`src/rtl/lcb_responder_if.sv`:
```
// -----------------------------------------------------------------------------
// lcb_responder_if
//
// Groups the byte-stream, transmitter, sample-memory and status signals of the
// LCB responder. Clock and reset stay plain ports on the modules.
//
// Handshakes:
//   rx_valid/rx_data : rx_valid is a level; a byte is taken only on its rising
//                      edge, rx_data valid while rx_valid is high. No ready
//                      path back to the receiver: bytes the responder does not
//                      want are simply dropped.
//   tx_start/tx_busy : tx_start is a one-cycle pulse, issued only while tx_busy
//                      is low; tx_data is held from tx_start until tx_busy
//                      falls. tx_busy rises the cycle after tx_start.
//   mem_addr/mem_data: mem_data reflects mem_addr two cycles later.
//
// Modports:
//   slave  - responder side (drives tx_*, dir_*, mem_addr, req_*)
//   master - environment side (drives rx_*, tx_busy, mem_data)
// -----------------------------------------------------------------------------
interface lcb_responder_if;
    logic [7:0] rx_data;
    logic       rx_valid;
    logic [7:0] tx_data;
    logic       tx_start;
    logic       tx_busy;
    logic       dir_tx;
    logic       dir_rx;
    logic [8:0] mem_addr;
    logic [7:0] mem_data;
    logic [4:0] req_num;
    logic       req_ok;
    logic       req_err;

    modport slave (
        input  rx_data, rx_valid, tx_busy, mem_data,
        output tx_data, tx_start, dir_tx, dir_rx, mem_addr, req_num, req_ok, req_err
    );

    modport master (
        output rx_data, rx_valid, tx_busy, mem_data,
        input  tx_data, tx_start, dir_tx, dir_rx, mem_addr, req_num, req_ok, req_err
    );
endinterface

```
`src/rtl/lcb_responder.sv`:
```
// -----------------------------------------------------------------------------
// lcb_responder
//
// Slave endpoint of the LCB polling link. Decodes request frames from the
// RS-485 receive byte stream and answers every valid one with a fixed-length
// response frame built from sample memory, sent byte by byte through a UART
// transmitter.
//
// Request : REQ_HDR, number (bits 4:0), payload..., sum of preceding bytes
// Response: RSP_HDR, {3'b0, number}, mem[{number,4'b0}+k]..., sum of preceding
//
// Ports:
//   clk_i       - single clock
//   rst_ni      - asynchronous active-low reset
//   bus         - lcb_responder_if.slave (rx stream, tx byte UART, RS-485
//                 direction, sample memory, request status)
//   dbg_state_o - current FSM state encoding
// -----------------------------------------------------------------------------
module lcb_responder #(
    parameter int         REQ_BYTES  = 14,
    parameter int         RSP_BYTES  = 16,
    parameter logic [7:0] REQ_HDR    = 8'h5A,
    parameter logic [7:0] RSP_HDR    = 8'hA5,
    parameter int         TIMEOUT    = 800,
    parameter int         TURNAROUND = 160
) (
    input  logic                   clk_i,
    input  logic                   rst_ni,
    lcb_responder_if.slave         bus,
    output logic [2:0]             dbg_state_o
);

    typedef enum logic [2:0] {
        S_IDLE  = 3'd0,
        S_RECV  = 3'd1,
        S_CHECK = 3'd2,
        S_TURN  = 3'd3,
        S_FETCH = 3'd4,
        S_SEND  = 3'd5,
        S_WAITB = 3'd6
    } state_e;

    localparam int GAP_W  = $clog2(TIMEOUT + 1);
    localparam int TURN_W = $clog2(TURNAROUND + 1);

    localparam logic [4:0]        REQ_LAST = 5'(REQ_BYTES - 1);
    localparam logic [4:0]        RSP_LAST = 5'(RSP_BYTES - 1);
    localparam logic [GAP_W-1:0]  GAP_MAX  = GAP_W'(TIMEOUT - 1);
    // The header byte's FETCH and SEND cycles finish the turnaround, so the
    // first tx_start lands exactly TURNAROUND cycles after dir_tx rises.
    localparam logic [TURN_W-1:0] TURN_END = TURN_W'(TURNAROUND - 3);

    state_e              state_q, state_d;
    logic                rx_valid_q;
    logic                tx_busy_q;
    logic [4:0]          idx_q, idx_d;
    logic [7:0]          csum_q, csum_d;
    logic [4:0]          num_sh_q, num_sh_d;
    logic [GAP_W-1:0]    gap_q, gap_d;
    logic [TURN_W-1:0]   turn_q, turn_d;
    logic [4:0]          byte_q, byte_d;
    logic [1:0]          wait_q, wait_d;
    logic [7:0]          stage_q, stage_d;
    logic [7:0]          rsp_sum_q, rsp_sum_d;
    logic [7:0]          tx_data_q, tx_data_d;
    logic                tx_start_q, tx_start_d;
    logic                dir_tx_q, dir_tx_d;
    logic [8:0]          mem_addr_q, mem_addr_d;
    logic [4:0]          req_num_q, req_num_d;
    logic                req_ok_q, req_ok_d;
    logic                req_err_q, req_err_d;

    logic                rx_edge;
    logic                busy_fall;
    logic [4:0]          byte_nxt;
    logic [8:0]          addr_nxt;

    // Rising-edge detect: a level held across a state change is never taken
    // twice, and edges seen outside IDLE/RECV leave nothing pending.
    assign rx_edge   = bus.rx_valid & ~rx_valid_q;
    assign busy_fall = tx_busy_q & ~bus.tx_busy;

    assign byte_nxt  = byte_q + 5'd1;
    assign addr_nxt  = {req_num_q, 4'b0000} + {4'b0000, byte_nxt - 5'd2};

    always_ff @(posedge clk_i or negedge rst_ni) begin
        if (!rst_ni) begin
            state_q    <= S_IDLE;
            rx_valid_q <= 1'b0;
            tx_busy_q  <= 1'b0;
            idx_q      <= '0;
            csum_q     <= '0;
            num_sh_q   <= '0;
            gap_q      <= '0;
            turn_q     <= '0;
            byte_q     <= '0;
            wait_q     <= '0;
            stage_q    <= '0;
            rsp_sum_q  <= '0;
            tx_data_q  <= '0;
            tx_start_q <= 1'b0;
            dir_tx_q   <= 1'b0;
            mem_addr_q <= '0;
            req_num_q  <= '0;
            req_ok_q   <= 1'b0;
            req_err_q  <= 1'b0;
        end else begin
            state_q    <= state_d;
            rx_valid_q <= bus.rx_valid;
            tx_busy_q  <= bus.tx_busy;
            idx_q      <= idx_d;
            csum_q     <= csum_d;
            num_sh_q   <= num_sh_d;
            gap_q      <= gap_d;
            turn_q     <= turn_d;
            byte_q     <= byte_d;
            wait_q     <= wait_d;
            stage_q    <= stage_d;
            rsp_sum_q  <= rsp_sum_d;
            tx_data_q  <= tx_data_d;
            tx_start_q <= tx_start_d;
            dir_tx_q   <= dir_tx_d;
            mem_addr_q <= mem_addr_d;
            req_num_q  <= req_num_d;
            req_ok_q   <= req_ok_d;
            req_err_q  <= req_err_d;
        end
    end

    always_comb begin
        state_d    = state_q;
        idx_d      = idx_q;
        csum_d     = csum_q;
        num_sh_d   = num_sh_q;
        gap_d      = gap_q;
        turn_d     = turn_q;
        byte_d     = byte_q;
        wait_d     = wait_q;
        stage_d    = stage_q;
        rsp_sum_d  = rsp_sum_q;
        tx_data_d  = tx_data_q;
        tx_start_d = 1'b0;
        dir_tx_d   = dir_tx_q;
        mem_addr_d = mem_addr_q;
        req_num_d  = req_num_q;
        req_ok_d   = 1'b0;
        req_err_d  = 1'b0;

        unique case (state_q)
            S_IDLE: begin
                if (rx_edge && bus.rx_data == REQ_HDR) begin
                    state_d = S_RECV;
                    csum_d  = REQ_HDR;
                    idx_d   = 5'd1;
                    gap_d   = '0;
                end
            end

            S_RECV: begin
                if (rx_edge) begin
                    gap_d = '0;
                    if (idx_q == 5'd1) begin
                        num_sh_d = bus.rx_data[4:0];
                    end
                    if (idx_q == REQ_LAST) begin
                        // The verdict is registered with the last byte so
                        // req_ok/req_err and req_num are visible during CHECK.
                        state_d = S_CHECK;
                        if (csum_q == bus.rx_data) begin
                            req_ok_d  = 1'b1;
                            req_num_d = num_sh_q;
                        end else begin
                            req_err_d = 1'b1;
                        end
                    end else begin
                        csum_d = csum_q + bus.rx_data;
                        idx_d  = idx_q + 5'd1;
                    end
                end else if (gap_q == GAP_MAX) begin
                    req_err_d = 1'b1;
                    state_d   = S_IDLE;
                end else begin
                    gap_d = gap_q + 1'b1;
                end
            end

            S_CHECK: begin
                // req_ok_q carries the checksum verdict for this one cycle.
                if (req_ok_q) begin
                    state_d   = S_TURN;
                    dir_tx_d  = 1'b1;
                    turn_d    = '0;
                    byte_d    = '0;
                    rsp_sum_d = '0;
                end else begin
                    state_d = S_IDLE;
                end
            end

            S_TURN: begin
                if (turn_q == TURN_END) begin
                    state_d = S_FETCH;
                end else begin
                    turn_d = turn_q + 1'b1;
                end
            end

            S_FETCH: begin
                if (byte_q == 5'd0) begin
                    stage_d = RSP_HDR;
                    state_d = S_SEND;
                end else if (byte_q == 5'd1) begin
                    stage_d = {3'b000, req_num_q};
                    state_d = S_SEND;
                end else if (byte_q == RSP_LAST) begin
                    stage_d = rsp_sum_q;
                    state_d = S_SEND;
                end else if (wait_q == 2'd2) begin
                    // mem_addr was issued on entry to FETCH; data valid now.
                    stage_d = bus.mem_data;
                    state_d = S_SEND;
                end else begin
                    wait_d = wait_q + 2'd1;
                end
            end

            S_SEND: begin
                if (!bus.tx_busy) begin
                    tx_data_d  = stage_q;
                    tx_start_d = 1'b1;
                    rsp_sum_d  = rsp_sum_q + stage_q;
                    state_d    = S_WAITB;
                end
            end

            S_WAITB: begin
                if (busy_fall) begin
                    if (byte_q == RSP_LAST) begin
                        dir_tx_d = 1'b0;
                        state_d  = S_IDLE;
                    end else begin
                        byte_d  = byte_nxt;
                        wait_d  = '0;
                        state_d = S_FETCH;
                        // Issue the address now so FETCH only waits for data.
                        if (byte_nxt >= 5'd2 && byte_nxt < RSP_LAST) begin
                            mem_addr_d = addr_nxt;
                        end
                    end
                end
            end

            default: begin
                state_d = S_IDLE;
            end
        endcase
    end

    assign bus.tx_data  = tx_data_q;
    assign bus.tx_start = tx_start_q;
    assign bus.dir_tx   = dir_tx_q;
    assign bus.dir_rx   = ~dir_tx_q;
    assign bus.mem_addr = mem_addr_q;
    assign bus.req_num  = req_num_q;
    assign bus.req_ok   = req_ok_q;
    assign bus.req_err  = req_err_q;
    assign dbg_state_o  = state_q;

endmodule

```
`src/flat_wrapper.sv`:
```
// flat-port wrapper written by rule: the top's interface ports become plain ports
module lcb_responder_flat 
#(
    parameter int         REQ_BYTES  = 14,
    parameter int         RSP_BYTES  = 16,
    parameter logic [7:0] REQ_HDR    = 8'h5A,
    parameter logic [7:0] RSP_HDR    = 8'hA5,
    parameter int         TIMEOUT    = 800,
    parameter int         TURNAROUND = 160
)
  (clk_i, rst_ni, dbg_state_o, bus_rx_data, bus_rx_valid, bus_tx_busy, bus_mem_data, bus_tx_data, bus_tx_start, bus_dir_tx, bus_dir_rx, bus_mem_addr, bus_req_num, bus_req_ok, bus_req_err);
  lcb_responder_if bus_i ();
  input  logic clk_i;
  input  logic rst_ni;
  output logic [2:0] dbg_state_o;
  input wire logic [$bits(bus_i.rx_data)-1:0] bus_rx_data;
  input wire logic [$bits(bus_i.rx_valid)-1:0] bus_rx_valid;
  input wire logic [$bits(bus_i.tx_busy)-1:0] bus_tx_busy;
  input wire logic [$bits(bus_i.mem_data)-1:0] bus_mem_data;
  output wire logic [$bits(bus_i.tx_data)-1:0] bus_tx_data;
  output wire logic [$bits(bus_i.tx_start)-1:0] bus_tx_start;
  output wire logic [$bits(bus_i.dir_tx)-1:0] bus_dir_tx;
  output wire logic [$bits(bus_i.dir_rx)-1:0] bus_dir_rx;
  output wire logic [$bits(bus_i.mem_addr)-1:0] bus_mem_addr;
  output wire logic [$bits(bus_i.req_num)-1:0] bus_req_num;
  output wire logic [$bits(bus_i.req_ok)-1:0] bus_req_ok;
  output wire logic [$bits(bus_i.req_err)-1:0] bus_req_err;
  assign bus_i.rx_data = bus_rx_data;
  assign bus_i.rx_valid = bus_rx_valid;
  assign bus_i.tx_busy = bus_tx_busy;
  assign bus_i.mem_data = bus_mem_data;
  assign bus_tx_data = bus_i.tx_data;
  assign bus_tx_start = bus_i.tx_start;
  assign bus_dir_tx = bus_i.dir_tx;
  assign bus_dir_rx = bus_i.dir_rx;
  assign bus_mem_addr = bus_i.mem_addr;
  assign bus_req_num = bus_i.req_num;
  assign bus_req_ok = bus_i.req_ok;
  assign bus_req_err = bus_i.req_err;
  lcb_responder #(.REQ_BYTES(REQ_BYTES), .RSP_BYTES(RSP_BYTES), .REQ_HDR(REQ_HDR), .RSP_HDR(RSP_HDR), .TIMEOUT(TIMEOUT), .TURNAROUND(TURNAROUND)) u_core (.clk_i(clk_i), .rst_ni(rst_ni), .bus(bus_i), .dbg_state_o(dbg_state_o));
endmodule
```
`config.mk`:
```
export PLATFORM = sky130hd
export DESIGN_NAME = lcb_responder_flat
export DESIGN_NICKNAME = d
export VERILOG_FILES = /design/src/rtl/lcb_responder_if.sv /design/src/rtl/lcb_responder.sv /design/src/flat_wrapper.sv
export SDC_FILE = /design/constraint.sdc
export NUM_CORES = 1
export LEC_CHECK = 0
export ABC_AREA = 1
export CORE_MARGIN = 3
export CORE_UTILIZATION = 60
export CTS_CLUSTER_DIAMETER = 150
export DETAILED_ROUTE_END_ITERATION = 8
export DONT_BUFFER_PORTS = 1
export PLACE_DENSITY_LB_ADDON = 0.3
export SLEW_MARGIN = 0
export SYNTH_ARGS = -nofsm -noshare
export SYNTH_HDL_FRONTEND = slang
export SYNTH_SLANG_ARGS = --single-unit
```
`constraint.sdc`:
```
create_clock -name clk_i -period 4.5 [get_ports clk_i]
set_clock_uncertainty 0.15 [all_clocks]
set_input_delay 0.9 -clock clk_i [delete_from_list [all_inputs] [get_ports clk_i]]
set_output_delay 0.9 -clock clk_i [all_outputs]
set_load 0.01 [all_outputs]
```
Word level (Yosys, flattened, before mapping)
Cells that the tools add are included.
{"block": "word_totals", "ramBits": 0, "n_memories": 0, "rom_bits": 0, "register_bits": 90, "latchBits": 0, "out_inout_bits": 30}
{"block": "classes", "n_shift": 0, "n_eq_ne": 33, "multipliers": 0, "add_sub_neg": 9, "order_cmp": 2, "n_reduce_logical": 23, "bitwise_logic": 6, "n_div": 0, "mux": 61}
{"cell": "$mux 8", "n": 10}
{"cell": "$pmux 8 s2", "n": 3}
{"cell": "$mux 3", "n": 12}
{"cell": "$mux 10", "n": 3}
{"cell": "$mux 5", "n": 6}
{"cell": "$pmux 3 s7", "n": 1}
{"cell": "$pmux 10 s2", "n": 1}
{"cell": "$pmux 5 s2", "n": 2}
{"cell": "$reduce_and 4->1", "n": 5}
{"cell": "$add 8x8->8", "n": 2}
{"cell": "$ne 2x2->1 const B", "n": 8}
{"cell": "$mux 1", "n": 14}
{"cell": "$mux 2", "n": 7}
{"cell": "$reduce_and 7->1", "n": 2}
{"cell": "$ne 2x1->1 const B", "n": 6}
{"cell": "$reduce_and 3->1", "n": 4}
{"cell": "$add 10x1->10 const B", "n": 1}
{"cell": "$add 5x1->5 const B", "n": 2}
{"cell": "$eq 10x10->1 const B", "n": 1}
{"cell": "$eq 5x1->1 const B", "n": 2}
{"cell": "$eq 5x4->1 const B", "n": 2}
{"cell": "$reduce_bool 2->1", "n": 5}
{"cell": "$add 9x5->9", "n": 1}
{"cell": "$eq 3x3->1 const B", "n": 3}
{"cell": "other kinds (24)", "n": 31}

Logic depth before layout (Yosys ltp)
{"block": "logic_depth", "ltp_word": 6, "ltp_mapped": 12, "depth_no_buf": 11}

Least setup slack after synthesis
No wires, ideal clock.
{"block": "synth_timing", "path_type": "in2reg", "from": "in bus_rx_data[4]", "to": "reg u_core.req_num_q[2], in the netlist u_core.bus.req_num[2]", "arrival_time_ns": 2.096, "setup_time_ns": 0.117, "required_ns": 4.233, "path_slack_ns": 2.137, "path_buffers": 0, "cell_stages": 7, "path_cell_list": "ha_1 nor4_1 nand2_1 nor2_1 nand2_1 nand2_1 nand2_1"}
{"block": "synth_via", "elab_chain_cells": 2}
{"element": "start: declaration", "line": "flat_wrapper.sv:16", "text": "input wire logic [$bits(bus_i.rx_data)-1:0] bus_rx_data;"}
{"element": "$eq 8x8->1", "line": "lcb_responder.sv:169", "text": "if (csum_q == bus.rx_data) begin"}
{"element": "$reduce_and 4->1 (no line)"}
{"element": "end signal: assignment", "line": "lcb_responder.sv:124", "text": "req_num_q <= req_num_d;"}
{"element": "end: declaration", "line": "lcb_responder.sv:69", "text": "logic [4:0] req_num_q, req_num_d;"}
Every way passes these cells.
A chain may end at the register's enable or synchronous reset.

Worst setup path in the final report
{"block": "layout_timing", "from": "reg u_core.byte_q[0]", "to": "reg u_core.mem_addr_q[1], in the netlist u_core.bus.mem_addr[1]"}
{"block": "layout_via", "elab_chain_cells": 4, "word_cells_on_any_way": 9}
{"element": "start: declaration", "line": "lcb_responder.sv:61", "text": "logic [4:0] byte_q, byte_d;"}
{"element": "start signal: assignment", "line": "lcb_responder.sv:116", "text": "byte_q <= byte_d;"}
{"element": "parallel branches: the longest is 4 deep, another holds $add 9x5->9"}
{"element": "end signal: assignment", "line": "lcb_responder.sv:123", "text": "mem_addr_q <= mem_addr_d;"}
{"element": "end: declaration", "line": "lcb_responder.sv:68", "text": "logic [8:0] mem_addr_q, mem_addr_d;"}
Parallel ways; which one is timed is not known.

==> results.md <==
- Run status: completed
- Count of flip-flops with a built-in enable after synthesis: 0
- Count of instances resized after the clock tree is built: 0
- Drt first-iter violations: 226
- Worst slew margin: 0.660
- IO Count: 50
- Antenna cells: 0
- Worst r2r src: u_core.byte_q[0]$_DFFE_PN0P_
- # setup viols final: 0
- Number of storage elements in the synthesis netlist: 90
- Share of post-route cells with drive strength above 1: 0.0684
- Effective utilization at floorplan: 0.623
- Max Freq: 360 MHz
- CTS tree: yes
- Worst flop-to-flop path endpoint: u_core.bus.mem_addr[1]$_DFFE_PN0P_
- Hold Buf Count CTS: 0
- # DRC: 0
- Number of nets in the finished design: 703
- Utilization after layout: 0.658
- Via count of the first global-routing pass: 4282
- Met2 routed wirelength: 5520 um
- Count of pins over their slew limit: 0
- Leading cell types by total area after synthesis: dfrtp_1, nand2_1, ha_1
- Net count after synthesis: 699
- Post-Route WL: 11300 um
- Largest area contributor in the netlist: dfrtp_1
- Cell area after layout: 0.00543 sq mm
- Routed via count: 4325
- Unrepaired setup endpoints after global routing: false
- Width of the die: 98.6 um
- Initial antenna violation count: 0
- Total power per unit cell area: 591 mW/mm^2
- Cells along the critical path: ha_1 > nand2_1 > nor2_1 > ha_1 > clkinv_1 > nand3_2 > nor3_4 > nand2_2 > nand2_1 > o21ai_2
- Buffers on Ports: 0
- All-Layer GR Usage: 0.248
- Detail-routed net length per standard cell: 14.8 um
- Largest net degree at the start of global routing: 91
- Wire length of the first global-routing pass: 19700 um
- Slowest cell on the critical path: dfrtp_1
- DP Area: 0.00522 sq mm
- Max Fanout on Critical Path: 15
- Clock-pin slew on the worst setup and hold paths: 0.09 ns
- Row cnt: 33
- Commonest cells after routing, fill and taps aside: nand2_1, dfrtp_1, inv_1, nand3_1, nor2_1
- Worst min-delay path class: in -> async
- Setup Fix Bufs, Post-CTS: 0
- Routability-driven placement congestion ratio: 0.909
- Clk Tree Root Cell: clkbuf_8
- Peak ir drop on the vdd network: 0.314 mV
- CP startpoint kind: flop
- Maximum buffer depth of the clock tree: 2
- Non-Filler Instances: 763
- Filler instances: 711
- Asr flop ratio synth: 1.00
- Synth-to-layout area growth: 5.60%
- Buffering stage count on the worst path with inverters included: 1
- Number of cells produced by synthesis: 649
- Worst-case setup margin in the final layout: 1.72 ns
- Highest cell delay on the worst timing path: 0.46 ns
- Total half-perimeter wirelength after legalization and detailed placement: 8350 um
- Kind of cell adding the most delay to the critical path: simple AND/OR/NAND/NOR gates
- Final Critical Period: 2.78 ns
- Final Hold Fails: 0
- Worst Tran Pin Value: 0.509 ns
- Required time of the critical path: 4.64 ns
- Seq/Total Area, Yosys: 0.438
- Commonest non-fill, non-tap cell in the layout: nand2_1
- Fraction of post-synthesis cell area in the top cell type by area: 0.438
- Kind of critical path: reg -> reg
- Ratio of final minimum period to clock period: 0.618
- Remaining antenna violation count: 0
- Die extent in y: 98.6 um
- Length of the first detailed-routing pass in iterations: 5
- Routed wl met3: 556 um
- Detailed-routing wirelength on met1: 4860 um
- Cell area after technology mapping: 0.00514 sq mm
- Insertion delay of the later-clocked pin in the worst-skew pair: 0.36 ns
- Area of the placeable core: 0.00826 sq mm
- TritonCTS sink count: 90
- GRT Residual Overflow: 0
- Total number of yosys warnings: 0
- Worst reg2reg setup slack: 1.72 ns
- Total clock buffers created by CTS: 9
- DP Worst Slack: 1.78 ns
- Number of cells in the design after placement: 747
- Kind of end point of the critical path: flop
- Via density per instance: 5.67
- Max-cap viol count: 0
- Highest metal layer used by the detailed router: met4
- Synthesized area per cell: 7.92 sq um
- Worst R2R Path Depth: 10
- Htree depth: 3
- Dominant synthesized flop cell: dfrtp_1
- Signal arrival time at the worst endpoint: 2.92 ns
- Die area: 0.00972 sq mm
- Setup TNS: 0 ns
- Unique masters post-synth: 42
- Leakage power: 2.76 nW
## stage by stage
stage / power [W] / hold slack, ns
floorplan: 0.00234 / 0.292
global placement: 0.00256 / 0.305
detailed placement: 0.00263 / 0.317
CTS: 0.00321 / 0.0536
global route: 0.00350 / 0.0448
finish: 0.00321 / 0.0729
## power breakdown
group	internal (W)	switching [W]	total, W
clock	0.000289	0.000293	0.000581
sequential	0.00106	0.000270	0.00133
combinational	0.000491	0.000814	0.00130
total	0.00184	0.00138	0.00321
## final cells by class
type / count / area [sq um] / share of cell area
Multi-Input combinational cell: 478 / 2550 / 0.471
Clock inverter: 5 / 62.6 / 0.0115
Tap cell: 105 / 131 / 0.0242
Clock buffer: 11 / 151 / 0.0279
Inverter: 74 / 278 / 0.0512
Sequential cell: 90 / 2250 / 0.415
## routing by layer
| layer | vias up | GRT usage |
|---|---|---|
| li1 | 2134 | - |
| met1 | 2022 | 0.313 |
| met2 | 133 | 0.416 |
| met3 | 36 | 0.0467 |
| met4 | 0 | 0.112 |
| met5 | - | 0 |
## Yosys cell counts, types with 2 or more instances
| cell | instances |
|---|---|
| nand2_1 | 198 |
| dfrtp_1 | 90 |
| inv_1 | 68 |
| nand3_1 | 50 |
| nor2_1 | 48 |
| o21ai_0 | 44 |
| ha_1 | 28 |
| a21oi_1 | 19 |
| nand4_1 | 16 |
| xor2_1 | 10 |
| o21ai_2 | 7 |
| inv_2 | 5 |
| nor3_1 | 5 |
| o22ai_1 | 5 |
| o31ai_1 | 5 |
| xnor2_1 | 5 |
| nor2_4 | 4 |
| nand2_2 | 3 |
| nand3_2 | 3 |
| o21ai_1 | 3 |
| o21bai_1 | 3 |
| or2_2 | 3 |
| a22o_1 | 2 |
| a31oi_1 | 2 |
| buf_2 | 2 |
| buf_6 | 2 |
| fa_1 | 2 |
| nor2_2 | 2 |
| o21a_1 | 2 |
## sequential cells by signal, indices dropped and copies added (netlist names), 2 cells and up
signal,flops
u_core.gap_q,10
u_core.idx_q,5
u_core.bus.req_num,5
u_core.num_sh_q,5
u_core.dbg_state_o,3
u_core.byte_q,5
u_core.bus.tx_data,8
u_core.turn_q,8
u_core.wait_q,2
u_core.stage_q,8
u_core.csum_q,8
u_core.rsp_sum_q,8
u_core.bus.mem_addr,9
## worst max-delay path by stage
| stage | startpoint | end | slack (ns) | cells after the start |
|---|---|---|---|---|
| 2_1_floorplan | bus_rx_data[4] | u_core.bus.req_num[2]$_DFFE_PN0P_ | 2.14 | 7 |
| 3_3_place_gp | u_core.byte_q[0]$_DFFE_PN0P_ | u_core.stage_q[2]$_DFFE_PN0P_ | 1.85 | 10 |
| 3_5_place_dp | u_core.byte_q[0]$_DFFE_PN0P_ | u_core.bus.mem_addr[1]$_DFFE_PN0P_ | 1.78 | 10 |
| 4_1_cts | u_core.byte_q[0]$_DFFE_PN0P_ | u_core.bus.mem_addr[1]$_DFFE_PN0P_ | 1.75 | 10 |
| 5_1_grt | u_core.byte_q[0]$_DFFE_PN0P_ | u_core.bus.mem_addr[1]$_DFFE_PN0P_ | 1.42 | 10 |
| 6_report | u_core.byte_q[0]$_DFFE_PN0P_ | u_core.bus.mem_addr[1]$_DFFE_PN0P_ | 1.72 | 10 |
## kinds of logic after synthesis
family,count (synthesis),synth area share
and+or+nand+nor,338,0.288
AOI/OAI and AO/OA,94,0.106
DFF,90,0.438
buffers and inverters,81,0.0652
adders and majority gates,30,0.0759
xor gates and xnor gates,15,0.0255
muxes,1,0.00195
Power figures use the tool's default switching activity.
